**src/rtl/path_replayer_pkg.sv**
```systemverilog
// Shared constants for the path replayer: move directions, FSM encoding and
// the counter width helper.
`ifndef PATH_REPLAYER_BITS_DEFINED
`define PATH_REPLAYER_BITS_DEFINED
`define BITS(n) ($clog2(n)+1)
`endif

package path_replayer_pkg;

  localparam logic [1:0] DIR_UP    = 2'b00;
  localparam logic [1:0] DIR_RIGHT = 2'b01;
  localparam logic [1:0] DIR_LEFT  = 2'b10;
  localparam logic [1:0] DIR_DOWN  = 2'b11;

  localparam logic [1:0] S_IDLE = 2'd0;
  localparam logic [1:0] S_REQ  = 2'd1;
  localparam logic [1:0] S_WAIT = 2'd2;
  localparam logic [1:0] S_FIN  = 2'd3;

  // Opposite direction is the bitwise complement of the code.
  function automatic logic [1:0] eff_code(input logic [1:0] code, input logic rev);
    return rev ? ~code : code;
  endfunction

endpackage

```
**src/rtl/path_replayer_move_step.sv**
```systemverilog
// Combinational cursor step: applies one move code to (x, y), modulo grid size,
// and flags any wrap off the grid edge.
module move_step
  import path_replayer_pkg::*;
#(
  parameter int WIDTH      = 2,
  parameter int COORD_BITS = 4,
  parameter int REVERSE    = 1
) (
  input  logic [WIDTH-1:0]      code,
  input  logic [COORD_BITS-1:0] x,
  input  logic [COORD_BITS-1:0] y,
  output logic [COORD_BITS-1:0] nx,
  output logic [COORD_BITS-1:0] ny,
  output logic                  wrap
);

  localparam logic [COORD_BITS-1:0] ONE = COORD_BITS'(1);

  logic [1:0] c;

  always_comb begin
    c    = eff_code(code[1:0], REVERSE != 0);
    nx   = x;
    ny   = y;
    wrap = 1'b0;
    case (c)
      DIR_UP: begin
        ny   = y - ONE;
        wrap = (y == '0);
      end
      DIR_RIGHT: begin
        nx   = x + ONE;
        wrap = (x == '1);
      end
      DIR_LEFT: begin
        nx   = x - ONE;
        wrap = (x == '0);
      end
      default: begin
        ny   = y + ONE;
        wrap = (y == '1);
      end
    endcase
  end

endmodule

```
**src/rtl/path_replayer.sv**
```systemverilog
// Reads the move list back out on start, walks an (x, y) cursor one move per
// accepted code, and pulses done when the list reports end of stream.
module path_replayer
  import path_replayer_pkg::*;
#(
  parameter int WIDTH      = 2,
  parameter int COORD_BITS = 4,
  parameter int MAX_LENGTH = 256,
  parameter int REVERSE    = 1
) (
  input  logic                          CLK,
  input  logic                          RST,
  input  logic                          start,
  input  logic [COORD_BITS-1:0]         start_x,
  input  logic [COORD_BITS-1:0]         start_y,
  output logic                          en_read,
  input  logic [WIDTH-1:0]              data_in,
  input  logic                          data_valid,
  input  logic                          read_done,
  output logic [COORD_BITS-1:0]         x_out,
  output logic [COORD_BITS-1:0]         y_out,
  output logic                          out_valid,
  output logic [`BITS(MAX_LENGTH)-1:0]  move_count,
  output logic                          busy,
  output logic                          done,
  output logic                          oob
);

  localparam int            CW      = `BITS(MAX_LENGTH);
  localparam logic [CW-1:0] CNT_MAX = CW'(MAX_LENGTH);

  logic [1:0]            state;
  logic [COORD_BITS-1:0] nx, ny;
  logic                  wrap;

  move_step #(
    .WIDTH     (WIDTH),
    .COORD_BITS(COORD_BITS),
    .REVERSE   (REVERSE)
  ) u_step (
    .code(data_in),
    .x   (x_out),
    .y   (y_out),
    .nx  (nx),
    .ny  (ny),
    .wrap(wrap)
  );

  // Decoded straight from state so an async reset clears them immediately.
  assign en_read = (state == S_REQ);
  assign busy    = (state == S_REQ) || (state == S_WAIT);
  assign done    = (state == S_FIN);

  always_ff @(posedge CLK or posedge RST) begin
    if (RST) begin
      state      <= S_IDLE;
      x_out      <= '0;
      y_out      <= '0;
      move_count <= '0;
      oob        <= 1'b0;
      out_valid  <= 1'b0;
    end else begin
      out_valid <= 1'b0;
      case (state)
        S_IDLE: begin
          if (start) begin
            x_out      <= start_x;
            y_out      <= start_y;
            move_count <= '0;
            oob        <= 1'b0;
            state      <= S_REQ;
          end
        end
        S_REQ: state <= S_WAIT;
        S_WAIT: begin
          // A final move arriving with read_done is still applied.
          if (data_valid) begin
            x_out     <= nx;
            y_out     <= ny;
            out_valid <= 1'b1;
            if (wrap) oob <= 1'b1;
            if (move_count != CNT_MAX) move_count <= move_count + CW'(1);
          end
          if (read_done) state <= S_FIN;
        end
        S_FIN:   state <= S_IDLE;
        default: state <= S_IDLE;
      endcase
    end
  end

endmodule

```
**config.mk**
```make
export PLATFORM = sky130hd
export DESIGN_NAME = path_replayer
export DESIGN_NICKNAME = d
export VERILOG_FILES = /design/src/rtl/path_replayer_pkg.sv /design/src/rtl/path_replayer_move_step.sv /design/src/rtl/path_replayer.sv
export SDC_FILE = /design/constraint.sdc
export NUM_CORES = 1
export LEC_CHECK = 0
export ABC_AREA = 1
export CORE_ASPECT_RATIO = 0.5
export CORE_UTILIZATION = 32
export CTS_CLUSTER_SIZE = 12
export DETAILED_ROUTE_END_ITERATION = 12
export SLEW_MARGIN = 20
export SYNTH_ARGS = -nofsm -noshare
export SYNTH_HDL_FRONTEND = slang
export SYNTH_SLANG_ARGS = --single-unit
```
**constraint.sdc**
```tcl
create_clock -name CLK -period 1.6 [get_ports CLK]
set_clock_uncertainty 0.15 [all_clocks]
set_input_delay 0.16 -clock CLK [delete_from_list [all_inputs] [get_ports CLK]]
set_output_delay 0.16 -clock CLK [all_outputs]
set_load 0.01 [all_outputs]
```
# Yosys cells after proc, flatten, opt, wreduce, memory -nomap -nowiden
# Index checks and enable logic that the tools add are counted.
# word_totals
n_memories,0
latchBits,0
register_bits,21
mem_bits_ro,0
elab_cells,61
output_inout_bits,22
mem_bits_rw,0
inputBits,15
# classes
n_mux,22
shift,0
bitwise,1
n_div,0
addsub,5
n_lt_le_gt_ge,0
n_reduce_logical,12
multipliers,0
eq_ne,15
# op_table
cell,n
one-hot mux 4 bit (2 select lines),4
2-to-1 mux 9 bit,3
one-hot mux 9 bit (2 select lines),1
2-to-1 mux 4 bit,4
AND reduction 4 bit,4
adder 9 x 1 -> 9 bit (second input constant),1
!= test 9 bit (second input constant),1
adder 4 x 1 -> 4 bit (second input constant),2
== test 4 bit (second input constant),2
logical NOT 4 bit,2
!= test 2 bit (second input constant),4
one-hot mux 2 bit (4 select lines),1
subtractor 4 x 1 -> 4 bit (second input constant),2
== test 2 bit (second input constant),3
2-to-1 mux 1 bit,5
== test 2 x 1 -> 1 bit (second input constant),2
logical NOT 2 bit,2
2-to-1 mux 2 bit,2
!= test 2 x 1 -> 1 bit (second input constant),2
!= test 3 x 1 -> 1 bit (second input constant),1
one-hot mux 1 bit (3 select lines),1
NOT 2 bit,1
one-hot mux 1 bit (2 select lines),1
AND reduction 2 bit,1
other kinds (3),3

# Longest topological paths before layout
# depth
word_depth,6
depth_mapped,11

# By module
# Synthesis repeated with hierarchy kept, for this count alone.
# hier_totals
hier_cells,247
area_unflattened_um2,1736.7
# by_module_without_submodules
mod,seq_area_each_um2,area_each_um2,instances,cells_each
path_replayer,525.5,1262.5,1,166
move_step,0.0,474.2,1,81

# Worst setup path before layout
# No wires, ideal clock.
# synth_timing
path_kind,register -> register
startpoint,reg state[0]
endpoint,reg move_count[0]
setup_slack_ps,-86
arrival_time_ps,1418
n_path_buf,2
path_stages_with_launch,11
required_time_ps,1332
period_less_slack_ps,1686
path_cell_list,dfrtp_1 > inv_1 > ha_1 > buf_6 > nand2_1 > nand2_1 > nor2_4 > nand2_4 > buf_8 > nand2_1 > o21ai_2
# synth_via
elab_chain_cells,3
word_cells_on_any_way,8
# synth_lines
element,line_no,text
start: declaration,path_replayer.sv:32,logic [1:0] state;
start signal: assignment,path_replayer.sv:56,state <= S_IDLE;
start signal: assignment,path_replayer.sv:71,state <= S_REQ;
start signal: assignment,path_replayer.sv:74,S_REQ: state <= S_WAIT;
== test 2 bit or logical NOT 2 bit (tied branches),path_replayer.sv:64,case (state)
"!= test 2 x 1 -> 1 bit (no line), or another cell as far along",-,
AND reduction 4 bit (no line),-,
end signal: assignment,path_replayer.sv:82,if (move_count != CNT_MAX) move_count <= move_count + CW'(1);
end: declaration,path_replayer.sv:23,"output logic [`BITS(MAX_LENGTH)-1:0] move_count,"
# Parallel ways exist; a longest one is shown, timed or not.
# A chain may end at the register's enable or synchronous reset.

# Final worst setup path
# layout_timing
startpoint,reg state[1]
endpoint,reg x_out[2]
# layout_via
elab_chain_cells,3
word_cells_on_any_way,8
# layout_lines
element,line_no,text
== test 2 bit or logical NOT 2 bit (tied branches),path_replayer.sv:64,
"!= test 3 x 1 -> 1 bit (no line), or another cell as far along",-,
AND reduction 4 bit (no line),-,
end signal: assignment,path_replayer.sv:67,x_out <= start_x;
end signal: assignment,path_replayer.sv:78,x_out <= nx;
end: declaration,path_replayer.sv:20,"output logic [COORD_BITS-1:0] x_out,"
# Parallel ways exist; a longest one is shown, timed or not.

==> results.json <==
{
  "status": "complete, but fails checks",
  "violations": "setup timing",
  "finalWorstSetupSlack_ns": -0.0794,
  "hold_class": "in -> async",
  "period_needed_ns": 1.68,
  "io_buffers": 36,
  "grt-ovfl-total": 0,
  "hold_buffers": 0,
  "die_height_microns": 52.0,
  "fin_util": 0.558,
  "initial_core_util": 0.348,
  "grt_pass1_vias": 1590,
  "grt_usage": 0.172,
  "synth_compound_area_frac": 0.0931,
  "cts.clk_slew.worst_paths_ns": 0.09,
  "crit_path_start_kind": "flop",
  "yosysWarnings": 0,
  "syn_inst": 227,
  "routabilityCongestion": 0.831,
  "dieArea_sq_um": 5300,
  "antenna_found_initial": 0,
  "num_antenna_cells": 0,
  "cp.required_ns": 1.65,
  "clock_latency_ns": 0.27,
  "finalHoldViolations": 0,
  "yosys.area_share.simple": 0.345,
  "ir_drop_uv": 616,
  "cp-end-kind": "flop",
  "core_sq_um": 4590,
  "drt-initial-drc-count": 29,
  "fp.dieW_microns": 102,
  "detail-route-antenna-nets": 0,
  "timing.critical_path.fanout_max": 4,
  "synth_xor_area_frac": 0.0329,
  "htreeDepth": 1,
  "yosys_register_bits": 21,
  "dp_hpwl_microns": 2880,
  "synth_top_family_by_area": "simple AND/OR/NAND/NOR gates",
  "grt_max_degree": 22,
  "rsz0062_at_grt": "yes",
  "p_per_area_nw_per_um2": 1790,
  "nNetsFinal": 335,
  "synth.net_count": 255,
  "ios": 37,
  "seq_area_frac_synth": 0.329,
  "synth_area_per_cell_sq_um": 7.04,
  "rows": 17,
  "dr.pass1.iters": 4,
  "cap_violations": 0,
  "cts_tree": "built",
  "finalSetupViolations": 17,
  "grt_pass1_wl_microns": 7100,
  "maxSlewHeadroom": 0.808,
  "cts_made_buffers": 3,
  "critPathKind": "reg -> reg",
  "pre_cts_ws_ns": -0.454,
  "leakagePower_uw": 0.00129,
  "hold_ws_ns": 0.0657,
  "syn_area_sq_um": 1600,
  "via_per_inst": 4.55,
  "worst_pin_slew_ns": 0.288,
  "crit_arrival_ns": 1.73,
  "drive_above_1_share": 0.343,
  "drc": 0,
  "fmax_mhz": 595,
  "final_max_slew_viol_count": 0,
  "finalCritPeriodShare": 1.05,
  "cts.sinks": 21,
  "routedWlPerCell_microns": 11.6,
  "syn_to_final_growth_pct": 60.3,
  "synthMuxAreaShare": 0,
  "clockBufferDepth": 2,
  "yosysUniqueCellTypes": 27,
  "synthAdderAreaFrac": 0.102,
  "wl_microns": 4300,
  "route.vias.total": 1693,
  "cts_root_buf": "clkbuf_8"
}
[cells in the mapped netlist]
library cell,n,area (sq um)
o21ai_2,5,43.8
xor2_1,2,17.5
buf_8,1,15.0
nor3b_1,1,7.51
nor2_4,2,22.5
xnor2_1,4,35.0
nand4_1,3,18.8
ha_1,13,163
a21boi_0,1,7.51
nor2_1,29,109
o21ai_0,10,50.1
a31oi_1,2,12.5
inv_1,28,105
nor3_2,1,10.0
o21ai_1,3,15.0
dfrtp_1,21,526
nor3_1,2,10.0
buf_2,1,5.00
clkbuf_1,2,7.51
nand2_1,65,244
a21oi_1,4,20.0
buf_6,1,11.3
inv_4,1,6.26
nand3_1,20,100
inv_2,2,7.51
nand2_4,2,22.5
nand3b_1,1,7.51
[where the power goes]
part,switching [uW],internal (uW)
Combinational,1690,1610
Clock,209,177
Sequential,170,721
[flip-flops by register name, indices dropped and copies added (netlist names)]
register    count
oob             1
state           2
x_out           4
out_valid       1
move_count      9
y_out           4
[layout by cell type (no fill, tap or decap), types with 4 or more instances in the layout]
| cell | netlist | final |
|---|---|---|
| nand2_1 | 65 | 53 |
| buf_4 | 0 | 36 |
| inv_1 | 28 | 26 |
| nor2_1 | 29 | 22 |
| clkdlybuf4s50_1 | 0 | 22 |
| nand3_1 | 20 | 20 |
| nand2_2 | 0 | 12 |
| dfrtp_1 | 21 | 12 |
| dfrtp_2 | 0 | 9 |
| ha_1 | 13 | 8 |
| dlygate4sd2_1 | 0 | 8 |
| o21ai_2 | 5 | 7 |
| nor2_2 | 0 | 6 |
| o21ai_1 | 3 | 5 |
| o21ai_0 | 10 | 5 |
| buf_6 | 1 | 5 |
| xnor2_1 | 4 | 4 |
| ha_2 | 0 | 4 |
[metal layers]
metal / track usage / vias up / routed length, microns
met4: 0.0357 / 0 / 29
met5: 0 / - / 0
met2: 0.300 / 19 / 2040
li1: - / 882 / -
met1: 0.225 / 790 / 2110
met3: 0.0309 / 2 / 126
[what timing repair did]
item / in CTS / in global routing
gates cloned: 1 / 0
pin swaps: 12 / 4
setup endpoints to repair: 33 / 32
gates resized for setup: 45 / 30
buffers inserted: 9 / 10
[worst paths after layout]
kind,from,end,slack (ns),cells after the start
worst min-delay path,RST,out_valid,0.07,3
min in group CLK,data_valid,out_valid,0.28,3
worst max register to register,state[1],x_out[2],-0.08,10
worst min register to register,oob,oob,0.38,2
worst max-delay path,state[1],x_out[2],-0.08,10
max in group asynchronous,RST,x_out[2],0.99,3
[worst max-delay path, cell delays in order (launching register included)]
cell,delay (ns)
dfrtp_1,0.40
buf_6,0.13
ha_4,0.18
nand2_2,0.06
nand2_2,0.06
nor2_4,0.17
buf_12,0.15
nand2_8,0.06
inv_6,0.06
o21ai_2,0.05
o21ai_2,0.13
[cell type report]
type | count | area (sq um)
inverter | 31 | 126
timing repair buffer | 79 | 709
clock inverter | 1 | 7.51
clock buffer | 3 | 41.3
sequential | 21 | 537
fill | 444 | 2030
tap | 66 | 82.6
multi-input combinational | 171 | 1060
[logic make-up (layout without fill, tap and decap cells)]
group	Yosys count	in the layout
AO/OA/AOI/OAI	25	25
AND/OR/NAND/NOR	126	127
flip-flops	21	21
adder cells (fa/ha/maj)	13	13
buffers and inverters	36	114
XOR/XNOR	6	6
[through the flow]
stage | std cells | power [uW] | setup TNS [ns] | instance area [sq um]
after floorplan | 227 | 2370 | -0.127 | 1620
after global routing | 372 | 4940 | -2.64 | 2560
after global placement | 348 | 3370 | -3.27 | 2200
after CTS | 362 | 4270 | -0.320 | 2430
after detailed placement | 348 | 3410 | -3.72 | 2200
final | 372 | 4580 | -0.616 | 2560
Note: power is estimated with default switching activity, not from simulation.
